<file path="src/rtl/mpa_rf_wb_arbiter_pkg.sv">
// mpa_rf_pkg: shared widths, requester ids and round-robin state encoding for the writeback arbiter
package mpa_rf_pkg;
    localparam int MPA_RF_AW = 5;
    localparam int MPA_RF_DW = 32;
    localparam logic [MPA_RF_AW-1:0] MPA_RF_ZERO = 5'd0;
    localparam logic REQ_ALU = 1'b0;
    localparam logic REQ_MEM = 1'b1;
    typedef enum logic {PRI_ALU = 1'b0, PRI_MEM = 1'b1} rr_state_t;
endpackage

</file>
<file path="src/rtl/mpa_rf_wb_arbiter_if.sv">
// mpa_rf_wb_arbiter_if: writeback requests, register-file write port and hazard-check signals
//   alu_*/mem_* : valid/ready handshake with destination addr and data per requester
//   rf_*        : register file write port (we, a2, din)
//   chk_*       : two read addresses in, pending-write hazard flags out
//   r0_drop     : pulse when a write to $zero was discarded
interface mpa_rf_wb_arbiter_if import mpa_rf_pkg::*; #(
    parameter int AW = MPA_RF_AW,
    parameter int DW = MPA_RF_DW
);
    logic          alu_valid, alu_ready, mem_valid, mem_ready;
    logic [AW-1:0] alu_addr, mem_addr, rf_a2, chk_a0, chk_a1;
    logic [DW-1:0] alu_data, mem_data, rf_din;
    logic          rf_we, chk_haz0, chk_haz1, r0_drop;
    modport slave (
        input  alu_valid, alu_addr, alu_data, mem_valid, mem_addr, mem_data, chk_a0, chk_a1,
        output alu_ready, mem_ready, rf_we, rf_a2, rf_din, chk_haz0, chk_haz1, r0_drop
    );
    modport master (
        output alu_valid, alu_addr, alu_data, mem_valid, mem_addr, mem_data, chk_a0, chk_a1,
        input  alu_ready, mem_ready, rf_we, rf_a2, rf_din, chk_haz0, chk_haz1, r0_drop
    );
endinterface

</file>
<file path="src/rtl/mpa_wb_hold_slot.sv">
// mpa_wb_hold_slot: one-entry writeback holding slot
//   accept/in_addr/in_data : handshake fire and payload; $zero payloads are dropped (zero=1)
//   clear                  : slot is being written to the register file this cycle
//   valid/addr/data        : held entry; load pulses when an entry is captured
//   hit0/hit1              : held entry targets chk_a0/chk_a1 (never for $zero)
module mpa_wb_hold_slot import mpa_rf_pkg::*; #(
    parameter int AW = MPA_RF_AW,
    parameter int DW = MPA_RF_DW
) (
    input  logic          clk,
    input  logic          hw_rst_n,
    input  logic          accept,
    input  logic          clear,
    input  logic [AW-1:0] in_addr,
    input  logic [DW-1:0] in_data,
    input  logic [AW-1:0] chk_a0,
    input  logic [AW-1:0] chk_a1,
    output logic          valid,
    output logic          load,
    output logic          zero,
    output logic [AW-1:0] addr,
    output logic [DW-1:0] data,
    output logic          hit0,
    output logic          hit1
);
    assign zero = accept && in_addr == AW'(MPA_RF_ZERO);
    assign load = accept && !zero;
    always_ff @(posedge clk or negedge hw_rst_n) begin
        if (!hw_rst_n) begin
            valid <= 1'b0;
            addr  <= '0;
            data  <= '0;
        end else begin
            valid <= load || (valid && !clear);
            if (load) begin
                addr <= in_addr;
                data <= in_data;
            end
        end
    end
    assign hit0 = valid && addr == chk_a0 && chk_a0 != AW'(MPA_RF_ZERO);
    assign hit1 = valid && addr == chk_a1 && chk_a1 != AW'(MPA_RF_ZERO);
endmodule

</file>
<file path="src/rtl/mpa_rf_wb_arbiter.sv">
// mpa_rf_wb_arbiter: shares the register file write port between ALU and MEM writeback slots
//   clk      : clock, rising edge
//   hw_rst_n : asynchronous active-low reset
//   bus      : slave side of mpa_rf_wb_arbiter_if (requests, rf write port, hazards, r0_drop)
module mpa_rf_wb_arbiter import mpa_rf_pkg::*; #(
    parameter int AW = MPA_RF_AW,
    parameter int DW = MPA_RF_DW
) (
    input logic clk,
    input logic hw_rst_n,
    mpa_rf_wb_arbiter_if.slave bus
);
    logic          alu_v, alu_ld, alu_zr, alu_h0, alu_h1;
    logic          mem_v, mem_ld, mem_zr, mem_h0, mem_h1;
    logic [AW-1:0] alu_a, mem_a;
    logic [DW-1:0] alu_d, mem_d;
    logic          any, gnt_mem, age_mem, r0_q;
    rr_state_t     ptr, ptr_nxt;

    mpa_wb_hold_slot #(.AW(AW), .DW(DW)) u_alu (
        .clk, .hw_rst_n,
        .accept(bus.alu_valid && bus.alu_ready), .clear(alu_v && !gnt_mem),
        .in_addr(bus.alu_addr), .in_data(bus.alu_data),
        .chk_a0(bus.chk_a0), .chk_a1(bus.chk_a1),
        .valid(alu_v), .load(alu_ld), .zero(alu_zr), .addr(alu_a), .data(alu_d),
        .hit0(alu_h0), .hit1(alu_h1)
    );
    mpa_wb_hold_slot #(.AW(AW), .DW(DW)) u_mem (
        .clk, .hw_rst_n,
        .accept(bus.mem_valid && bus.mem_ready), .clear(gnt_mem),
        .in_addr(bus.mem_addr), .in_data(bus.mem_data),
        .chk_a0(bus.chk_a0), .chk_a1(bus.chk_a1),
        .valid(mem_v), .load(mem_ld), .zero(mem_zr), .addr(mem_a), .data(mem_d),
        .hit0(mem_h0), .hit1(mem_h1)
    );

    // Same-register conflicts go by age so per-register order holds; otherwise round-robin,
    // with the pointer left on the side that was not just served.
    always_comb begin
        ptr_nxt = ptr;
        gnt_mem = 1'b0;
        if (alu_v && mem_v) begin
            if (alu_a == mem_a) begin
                gnt_mem = age_mem;
            end else begin
                gnt_mem = ptr == PRI_MEM;
                ptr_nxt = gnt_mem ? PRI_ALU : PRI_MEM;
            end
        end else if (alu_v || mem_v) begin
            gnt_mem = mem_v;
            ptr_nxt = mem_v ? PRI_ALU : PRI_MEM;
        end
    end

    // age_mem=1 means the MEM slot holds the older entry; a freshly loaded slot is always younger,
    // and a simultaneous load of both marks MEM older.
    always_ff @(posedge clk or negedge hw_rst_n) begin
        if (!hw_rst_n) begin
            ptr     <= PRI_ALU;
            age_mem <= 1'b0;
            r0_q    <= 1'b0;
        end else begin
            ptr     <= ptr_nxt;
            age_mem <= alu_ld ? 1'b1 : mem_ld ? 1'b0 : age_mem;
            r0_q    <= alu_zr || mem_zr;
        end
    end

    assign any           = alu_v || mem_v;
    assign bus.alu_ready = !alu_v || !gnt_mem;
    assign bus.mem_ready = !mem_v || gnt_mem;
    assign bus.rf_we     = any;
    assign bus.rf_a2     = !any ? '0 : gnt_mem ? mem_a : alu_a;
    assign bus.rf_din    = !any ? '0 : gnt_mem ? mem_d : alu_d;
    assign bus.chk_haz0  = alu_h0 || mem_h0;
    assign bus.chk_haz1  = alu_h1 || mem_h1;
    assign bus.r0_drop   = r0_q;
endmodule

</file>
<file path="src/flat_wrapper.sv">
// flat-port wrapper written by rule: the top's interface ports become plain ports
module mpa_rf_wb_arbiter_flat import mpa_rf_pkg::*;
#(
    parameter int AW = MPA_RF_AW,
    parameter int DW = MPA_RF_DW
)
  (clk, hw_rst_n, bus_alu_valid, bus_alu_addr, bus_alu_data, bus_mem_valid, bus_mem_addr, bus_mem_data, bus_chk_a0, bus_chk_a1, bus_alu_ready, bus_mem_ready, bus_rf_we, bus_rf_a2, bus_rf_din, bus_chk_haz0, bus_chk_haz1, bus_r0_drop);
  mpa_rf_wb_arbiter_if #(.AW(AW), .DW(DW)) bus_i ();
  input logic clk;
  input logic hw_rst_n;
  input wire logic [$bits(bus_i.alu_valid)-1:0] bus_alu_valid;
  input wire logic [$bits(bus_i.alu_addr)-1:0] bus_alu_addr;
  input wire logic [$bits(bus_i.alu_data)-1:0] bus_alu_data;
  input wire logic [$bits(bus_i.mem_valid)-1:0] bus_mem_valid;
  input wire logic [$bits(bus_i.mem_addr)-1:0] bus_mem_addr;
  input wire logic [$bits(bus_i.mem_data)-1:0] bus_mem_data;
  input wire logic [$bits(bus_i.chk_a0)-1:0] bus_chk_a0;
  input wire logic [$bits(bus_i.chk_a1)-1:0] bus_chk_a1;
  output wire logic [$bits(bus_i.alu_ready)-1:0] bus_alu_ready;
  output wire logic [$bits(bus_i.mem_ready)-1:0] bus_mem_ready;
  output wire logic [$bits(bus_i.rf_we)-1:0] bus_rf_we;
  output wire logic [$bits(bus_i.rf_a2)-1:0] bus_rf_a2;
  output wire logic [$bits(bus_i.rf_din)-1:0] bus_rf_din;
  output wire logic [$bits(bus_i.chk_haz0)-1:0] bus_chk_haz0;
  output wire logic [$bits(bus_i.chk_haz1)-1:0] bus_chk_haz1;
  output wire logic [$bits(bus_i.r0_drop)-1:0] bus_r0_drop;
  assign bus_i.alu_valid = bus_alu_valid;
  assign bus_i.alu_addr = bus_alu_addr;
  assign bus_i.alu_data = bus_alu_data;
  assign bus_i.mem_valid = bus_mem_valid;
  assign bus_i.mem_addr = bus_mem_addr;
  assign bus_i.mem_data = bus_mem_data;
  assign bus_i.chk_a0 = bus_chk_a0;
  assign bus_i.chk_a1 = bus_chk_a1;
  assign bus_alu_ready = bus_i.alu_ready;
  assign bus_mem_ready = bus_i.mem_ready;
  assign bus_rf_we = bus_i.rf_we;
  assign bus_rf_a2 = bus_i.rf_a2;
  assign bus_rf_din = bus_i.rf_din;
  assign bus_chk_haz0 = bus_i.chk_haz0;
  assign bus_chk_haz1 = bus_i.chk_haz1;
  assign bus_r0_drop = bus_i.r0_drop;
  mpa_rf_wb_arbiter #(.AW(AW), .DW(DW)) u_core (.clk(clk), .hw_rst_n(hw_rst_n), .bus(bus_i));
endmodule
</file>
<file path="config.mk">
export PLATFORM = sky130hd
export DESIGN_NAME = mpa_rf_wb_arbiter_flat
export DESIGN_NICKNAME = d
export VERILOG_FILES = /design/src/rtl/mpa_rf_wb_arbiter_pkg.sv /design/src/rtl/mpa_rf_wb_arbiter_if.sv /design/src/rtl/mpa_wb_hold_slot.sv /design/src/rtl/mpa_rf_wb_arbiter.sv /design/src/flat_wrapper.sv
export SDC_FILE = /design/constraint.sdc
export NUM_CORES = 1
export LEC_CHECK = 0
export ABC_CLOCK_PERIOD_IN_PS = 3950
export BUFFER_PORTS_ARGS = -buffer_cell sky130_fd_sc_hd__buf_2
export CORE_ASPECT_RATIO = 0.9
export CORE_MARGIN = 1
export CORE_UTILIZATION = 54
export DETAILED_ROUTE_END_ITERATION = 10
export PLACE_DENSITY_LB_ADDON = 0.25
export SYNTH_ARGS = -nofsm -noshare
export SYNTH_HDL_FRONTEND = slang
export SYNTH_SLANG_ARGS = --single-unit
export TNS_END_PERCENT = 30
</file>
<file path="constraint.sdc">
create_clock -name clk -period 3.95 [get_ports clk]
set_input_delay 0.79 -clock clk [delete_from_list [all_inputs] [get_ports clk]]
set_output_delay 0.79 -clock clk [all_outputs]
set_load 0.01 [all_outputs]
</file>
# Yosys cells after proc, flatten, opt, wreduce, memory -nomap -nowiden
# Index checks and enable logic that the tools add are counted.
totals:
  romBits: 0
  ff_bits: 79
  mem_bits_rw: 0
  in_bits: 88
  latchBits: 0
  n_memories: 0
classes:
  shift: 0
  n_addsub: 0
  mul: 0
  muxes: 14
  n_bitwise: 0
  div: 0
  n_lt_le_gt_ge: 0
  eq_ne: 6
  n_reduce_logical: 39
op_table:
  columns: ["op", "n"]
  rows:
  - ["$mux W32", 2]
  - ["$eq A5 B5 Y1", 5]
  - ["$logic_and A1 B1 Y1", 18]
  - ["$logic_not A5 Y1", 2]
  - ["$mux W1", 10]
  - ["$mux W5", 2]
  - ["$reduce_bool A5 Y1", 2]
  - ["$logic_or A1 B1 Y1", 8]
  - ["$logic_not A1 Y1", 6]
  - ["$reduce_bool A2 Y1", 2]
  - ["$ne A2 B2 Y1 const B", 1]
  - ["$reduce_and A2 Y1", 1]

# Longest topological paths before layout
logic_depth:
  word_depth: 10
  depth_mapped: 9
  mapped_depth_nobuf: 6

# By module
# A second synthesis with hierarchy kept.
unflattened:
  hier_cells: 363
  hier_area_um2: 4200.3
by_module_without_submodules:
  columns: ["mod", "cells_per_inst", "instances", "seq_area_each_um2", "area_per_inst_um2"]
  rows:
  - ["mpa_wb_hold_slot", 105, 2, 950.9, 1609.0]
  - ["mpa_rf_wb_arbiter", 153, 1, 75.1, 982.2]

# Worst setup path before layout
# No wires, ideal clock.
synth_path:
  path_kind: "register to output"
  start: "register u_core.u_mem.addr[4]"
  end: "output bus_rf_din[15]"
  path_stages_with_launch: 9
  t_arrival_ns: 1.838
  setup_slack_ns: 1.322
  n_path_buf: 3
  required_time_ns: 3.160
  path_cell_list: "dfrtp_1 -> buf_2 -> xnor2_1 -> and3_1 -> clkbuf_2 -> nor2_1 -> nor3_4 -> clkbuf_1 -> a22o_1"
synth_between:
  elab_chain_len: 5
synth_lines:
  columns: ["element", "line", "text"]
  rows:
  - ["from (decl)", "mpa_wb_hold_slot.sv:21", "output logic [AW-1:0] addr,"]
  - ["from (signal assigned)", "mpa_wb_hold_slot.sv:36", "addr <= in_addr;"]
  - ["$eq A5 B5 Y1", "mpa_rf_wb_arbiter.sv:43", "if (alu_a == mem_a) begin"]
  - ["$mux W1", "mpa_rf_wb_arbiter.sv:43", null]
  - ["$mux W1", "mpa_rf_wb_arbiter.sv:42", "if (alu_v && mem_v) begin"]
  - ["$mux W32 (2 in a row)", "mpa_rf_wb_arbiter.sv:74", "assign bus.rf_din = !any ? '0 : gnt_mem ? mem_d : alu_d;"]
  - ["to (decl)", "flat_wrapper.sv:23", "output wire logic [$bits(bus_i.rf_din)-1:0] bus_rf_din;"]
# Every way passes these cells.

# Final worst setup path
layout_path:
  start: "register u_core.u_alu.addr[0]"
  end: "output bus_rf_din[15]"
layout_between:
  elab_chain_len: 5
layout_lines:
  columns: ["element", "line"]
  rows:
  - ["from (decl)", "mpa_wb_hold_slot.sv:21"]
  - ["from (signal assigned)", "mpa_wb_hold_slot.sv:36"]
  - ["$eq A5 B5 Y1", "mpa_rf_wb_arbiter.sv:43"]
  - ["$mux W1", "mpa_rf_wb_arbiter.sv:43"]
  - ["$mux W1", "mpa_rf_wb_arbiter.sv:42"]
  - ["$mux W32 (2 in a row)", "mpa_rf_wb_arbiter.sv:74"]
# Every way passes these cells.

==> impl_results.html <==
<table>
<tr><th>Metric</th><th>Value</th></tr>
<tr><th colspan="2">GRT</th></tr>
<tr><td>Largest net degree at the start of global routing</td><td>80</td></tr>
<tr><td>Vias in the first global route</td><td>2935</td></tr>
<tr><td>Antenna violations before repair</td><td>0</td></tr>
<tr><td>Gr usage total</td><td>0.241</td></tr>
<tr><td>GRT overflow</td><td>0</td></tr>
<tr><td>Wire length of the first global-routing pass</td><td>13900 um</td></tr>
<tr><th colspan="2">Power</th></tr>
<tr><td>Switching component of the power</td><td>1.34 mW</td></tr>
<tr><td>Clk pwr share</td><td>0.143</td></tr>
<tr><td>Leakage power of the design</td><td>2.29 nW</td></tr>
<tr><td>Total internal power</td><td>2.24 mW</td></tr>
<tr><td>Proportion of power drawn by flip-flops and latches</td><td>0.388</td></tr>
<tr><td>Cell area power density</td><td>753 nW/um^2</td></tr>
<tr><td>Total power draw</td><td>3.58 mW</td></tr>
<tr><td>Maximum ir drop on the vdd rail</td><td>0.426 mV</td></tr>
<tr><td>Switching Fraction</td><td>0.375</td></tr>
<tr><td>Share of power burned in combinational logic</td><td>0.469</td></tr>
<tr><th colspan="2">Setup path</th></tr>
<tr><td>Slowest-stage cell, CP</td><td>a31oi_4</td></tr>
<tr><td>Worst r2r path cells</td><td>6</td></tr>
<tr><td>Top Family by Delay on Critical Path</td><td>compound AO/OA/AOI/OAI gates</td></tr>
<tr><td>Chain of cells forming the critical path</td><td>xnor2_1 &gt; and3_1 &gt; nand3_1 &gt; a31oi_4 &gt; buf_4 &gt; a22o_1 &gt; buf_2</td></tr>
<tr><td>Worst path bufs/invs</td><td>2</td></tr>
<tr><td>Classification of the worst setup path</td><td>register to output port</td></tr>
<tr><td>Worst reg2reg path startpoint</td><td>u_core.u_mem.addr[3]</td></tr>
<tr><td>Crit path arrival time</td><td>2730 ps</td></tr>
<tr><td>Critical path fanouts, max</td><td>20</td></tr>
<tr><td>Reg2Reg Setup Slack</td><td>1220 ps</td></tr>
<tr><td>R2R Path End</td><td>u_core.u_alu.data[19]</td></tr>
<tr><td>Slowest cell delay on critical path</td><td>610 ps</td></tr>
<tr><td>Element type at the critical path start</td><td>register</td></tr>
<tr><td>Sort of element at the end of the critical path</td><td>output port</td></tr>
<tr><td>Critical Path RT</td><td>3160 ps</td></tr>
<tr><th colspan="2">Drt</th></tr>
<tr><td>Number of DRC markers in iteration 0</td><td>99</td></tr>
<tr><td>Final antenna-violating net count</td><td>0</td></tr>
<tr><td>Routed WL per cell</td><td>16.7 um</td></tr>
<tr><td>DR DRC count</td><td>0</td></tr>
<tr><td>Total Routed Length</td><td>8710 um</td></tr>
<tr><td>First-pass detailed-route iteration total</td><td>4</td></tr>
<tr><td>Number of vias after detailed routing</td><td>2886</td></tr>
<tr><td>Via-per-instance ratio</td><td>5.55</td></tr>
<tr><th colspan="2">Yosys</th></tr>
<tr><td>Number of synthesized register bits</td><td>79</td></tr>
<tr><td>Async set-reset flop share out of synthesis</td><td>1.00</td></tr>
<tr><td>EDFF count, synth</td><td>0</td></tr>
<tr><td>Warning count from the yosys run</td><td>0</td></tr>
<tr><td>Largest cells by area after synthesis</td><td>dfrtp_1, mux2_2, a22o_1</td></tr>
<tr><td>Fraction of post-synthesis cell area in the top cell type by area</td><td>0.507</td></tr>
<tr><td>Netlist Area Pre-Place</td><td>3900 sq um</td></tr>
<tr><td>Cell variety after synth</td><td>33</td></tr>
<tr><td>Mapped Nets</td><td>386</td></tr>
<tr><td>Top FF cell, synth</td><td>dfrtp_1</td></tr>
<tr><td>Cell accounting for the most synthesized area</td><td>dfrtp_1</td></tr>
<tr><td>Per-instance average area after synthesis</td><td>13.1 sq um</td></tr>
<tr><td>Sequential fraction of the synthesis area</td><td>0.507</td></tr>
<tr><td>Synthesized netlist cell count</td><td>298</td></tr>
<tr><th colspan="2">Floorplanning</th></tr>
<tr><td>Row cnt</td><td>29</td></tr>
<tr><td>Die height</td><td>82.6 um</td></tr>
<tr><td>Starting density of the core</td><td>0.557</td></tr>
<tr><td>I/O pin count</td><td>131</td></tr>
<tr><td>Width of the die</td><td>91.6 um</td></tr>
<tr><td>Std-Cell Core Area</td><td>7000 sq um</td></tr>
<tr><td>Full die area</td><td>7570 sq um</td></tr>
<tr><th colspan="2">Clock network</th></tr>
<tr><td>Post-CTS setup-driven buffer insertion count</td><td>0</td></tr>
<tr><td>Number of H-tree levels</td><td>3</td></tr>
<tr><td>Number of buffers on the longest clock path</td><td>2</td></tr>
<tr><td>CTS Hold Buffers Added</td><td>0</td></tr>
<tr><td>Number of gates given a new drive strength after cts</td><td>0</td></tr>
<tr><td>Total number of clock tree sinks</td><td>79</td></tr>
<tr><td>Clock tree from TritonCTS</td><td>done</td></tr>
<tr><td>Root Buffer</td><td>clkbuf_8</td></tr>
<tr><td>Clock transition at the register clock pins on the worst setup and hold paths after CTS</td><td>80 ps</td></tr>
<tr><td>Insertion delay of the later-clocked pin in the worst-skew pair</td><td>340 ps</td></tr>
<tr><td>Num CTS Buffers</td><td>9</td></tr>
<tr><th colspan="2">Run status</th></tr>
<tr><td>Status</td><td>finished, final reports clean</td></tr>
<tr><th colspan="2">Cells and area</th></tr>
<tr><td>Most frequent cells in the layout</td><td>buf_2, dfrtp_1, a22o_1</td></tr>
<tr><td>Ratio of cells with drive above 1 in the final layout</td><td>0.485</td></tr>
<tr><td>Area added between synthesis and finish</td><td>21.8%</td></tr>
<tr><td>Final design area excluding fillers</td><td>4750 sq um</td></tr>
<tr><td>Net count of the finished layout</td><td>510</td></tr>
<tr><td>Antenna Cells</td><td>0</td></tr>
<tr><td>Most common cell after layout, fill and taps aside</td><td>buf_2</td></tr>
<tr><th colspan="2">Hold path</th></tr>
<tr><td>Tightest Hold Check Type</td><td>register to register</td></tr>
<tr><td>Startpoint of the worst hold path</td><td>u_core.u_alu.data[5]</td></tr>
<tr><td>Hold EP</td><td>u_core.u_alu.data[5]</td></tr>
<tr><td>Worst hold path cell count</td><td>1</td></tr>
<tr><th colspan="2">Timing</th></tr>
<tr><td>Final Hold Slack</td><td>492 ps</td></tr>
<tr><td>RSZ-0062 raised after global routing</td><td>false</td></tr>
<tr><td>Count of endpoints failing setup in the final report</td><td>0</td></tr>
<tr><td>Worst setup slack after layout</td><td>432 ps</td></tr>
<tr><td>Worst-Margin Slew</td><td>988 ps</td></tr>
<tr><td>F_max</td><td>0.284 GHz</td></tr>
<tr><td>Final number of max-transition violations</td><td>0</td></tr>
<tr><td>Final worst-path cycle share</td><td>0.891</td></tr>
<tr><td>Worst rel slew slack</td><td>0.341</td></tr>
<tr><td>Post-layout minimum cycle time</td><td>3520 ps</td></tr>
<tr><td>Total Neg Setup Slack</td><td>0 ps</td></tr>
<tr><td>Final hold vios</td><td>0</td></tr>
<tr><td>Maximum clock skew at final layout</td><td>6.61 ps</td></tr>
<tr><th colspan="2">Placed design</th></tr>
<tr><td>Global placer's final weighted congestion</td><td>0.895</td></tr>
<tr><td>Number of I/O port buffers</td><td>130</td></tr>
<tr><td>Post-Place Worst Slack</td><td>800 ps</td></tr>
<tr><td>Area of placed instances</td><td>4590 sq um</td></tr>
<tr><td>Hpwl dp</td><td>6310 um</td></tr>
<tr><th colspan="2">Job</th></tr>
<tr><td>Number of max-capacitance violations reported</td><td>0</td></tr>
</table>
[per-layer routing]
metal / vias to the layer above / share of wire / GRT usage
met3: 16 / 0.072 / 0.0659
met5: - / 0 / 0
met4: 0 / 0.020 / 0.122
met1: 1427 / 0.42 / 0.292
met2: 101 / 0.49 / 0.402
li1: 1342 / - / -
[layout make-up]
cell class,instances,area [sq um]
clock buffers,11,131
clock inverters,5,35.0
fillers,552,2250
inverters,4,15.0
multi-input cells,193,1770
flip-flops and latches,79,1980
well taps,93,116
repair buffers,135,703
[worst register-to-register path, stage by stage (launching register included)]
cell	delay (ps)
dfrtp_1	490
xor2_1	250
or2_1	220
nor2_1	90
a211oi_4	730
buf_4	440
mux2_2	400
[per-stage QoR]
stage	cells	utilization
finish	520	0.679
global route	520	0.679
CTS	520	0.679
detailed placement	504	0.655
global placement	504	0.655
floorplan	298	-
[power by group through the flow]
| stage | logic (mW) | clock network [mW] | registers, mW |
|---|---|---|---|
| after global placement | 1.66 | 0 | 1.38 |
| after floorplan | 1.27 | 0 | 1.28 |
| after global routing | 1.83 | 0.562 | 1.43 |
| after CTS | 1.70 | 0.528 | 1.38 |
| final | 1.68 | 0.512 | 1.39 |
| after detailed placement | 1.69 | 0 | 1.40 |
[worst max-delay path by stage]
| stage | slack (ps) | to | cells past startpoint | startpoint |
|---|---|---|---|---|
| final | 430 | bus_rf_din[15] | 7 | u_core.u_alu.addr[0] |
| after global routing | 250 | bus_rf_din[15] | 7 | u_core.u_mem.addr[2] |
| after CTS | 410 | bus_rf_din[15] | 7 | u_core.u_alu.addr[0] |
| after detailed placement | 800 | bus_rf_din[15] | 7 | u_core.u_alu.addr[0] |
| after global placement | 810 | bus_rf_din[23] | 7 | u_core.u_mem.addr[1] |
| after floorplan | 1320 | bus_rf_din[15] | 8 | u_core.u_mem.addr[4] |
[cell usage after synthesis (2+ instances only)]
library cell / instances
nand2_1: 8
o22ai_1: 2
nor2_1: 8
or4_1: 4
and3_1: 2
inv_1: 4
nand3_1: 8
xnor2_1: 7
mux2_2: 36
clkbuf_1: 3
a22o_1: 37
buf_6: 6
dfrtp_1: 79
clkbuf_2: 4
o21ai_0: 3
mux2_4: 16
xor2_1: 18
a32o_1: 4
a21oi_1: 7
mux2_1: 17
buf_2: 9
nor4_1: 5
[logic make-up (layout without fill, tap and decap cells)]
group / Yosys count / count (layout) / synth area share
flops: 79 / 79 / 0.507
compound gates: 57 / 57 / 0.122
xor+xnor: 25 / 25 / 0.0561
simple gates: 41 / 41 / 0.0568
mux: 70 / 70 / 0.217
buf+inv: 26 / 155 / 0.0407
[state kept, by name, summed over array words and instances (netlist names), 5 cells and up]
name               cells
u_core.u_alu.data     32
u_core.u_mem.data     32
u_core.u_alu.addr      5
u_core.u_mem.addr      5
No activity file was read; power rests on OpenSTA's default activity.
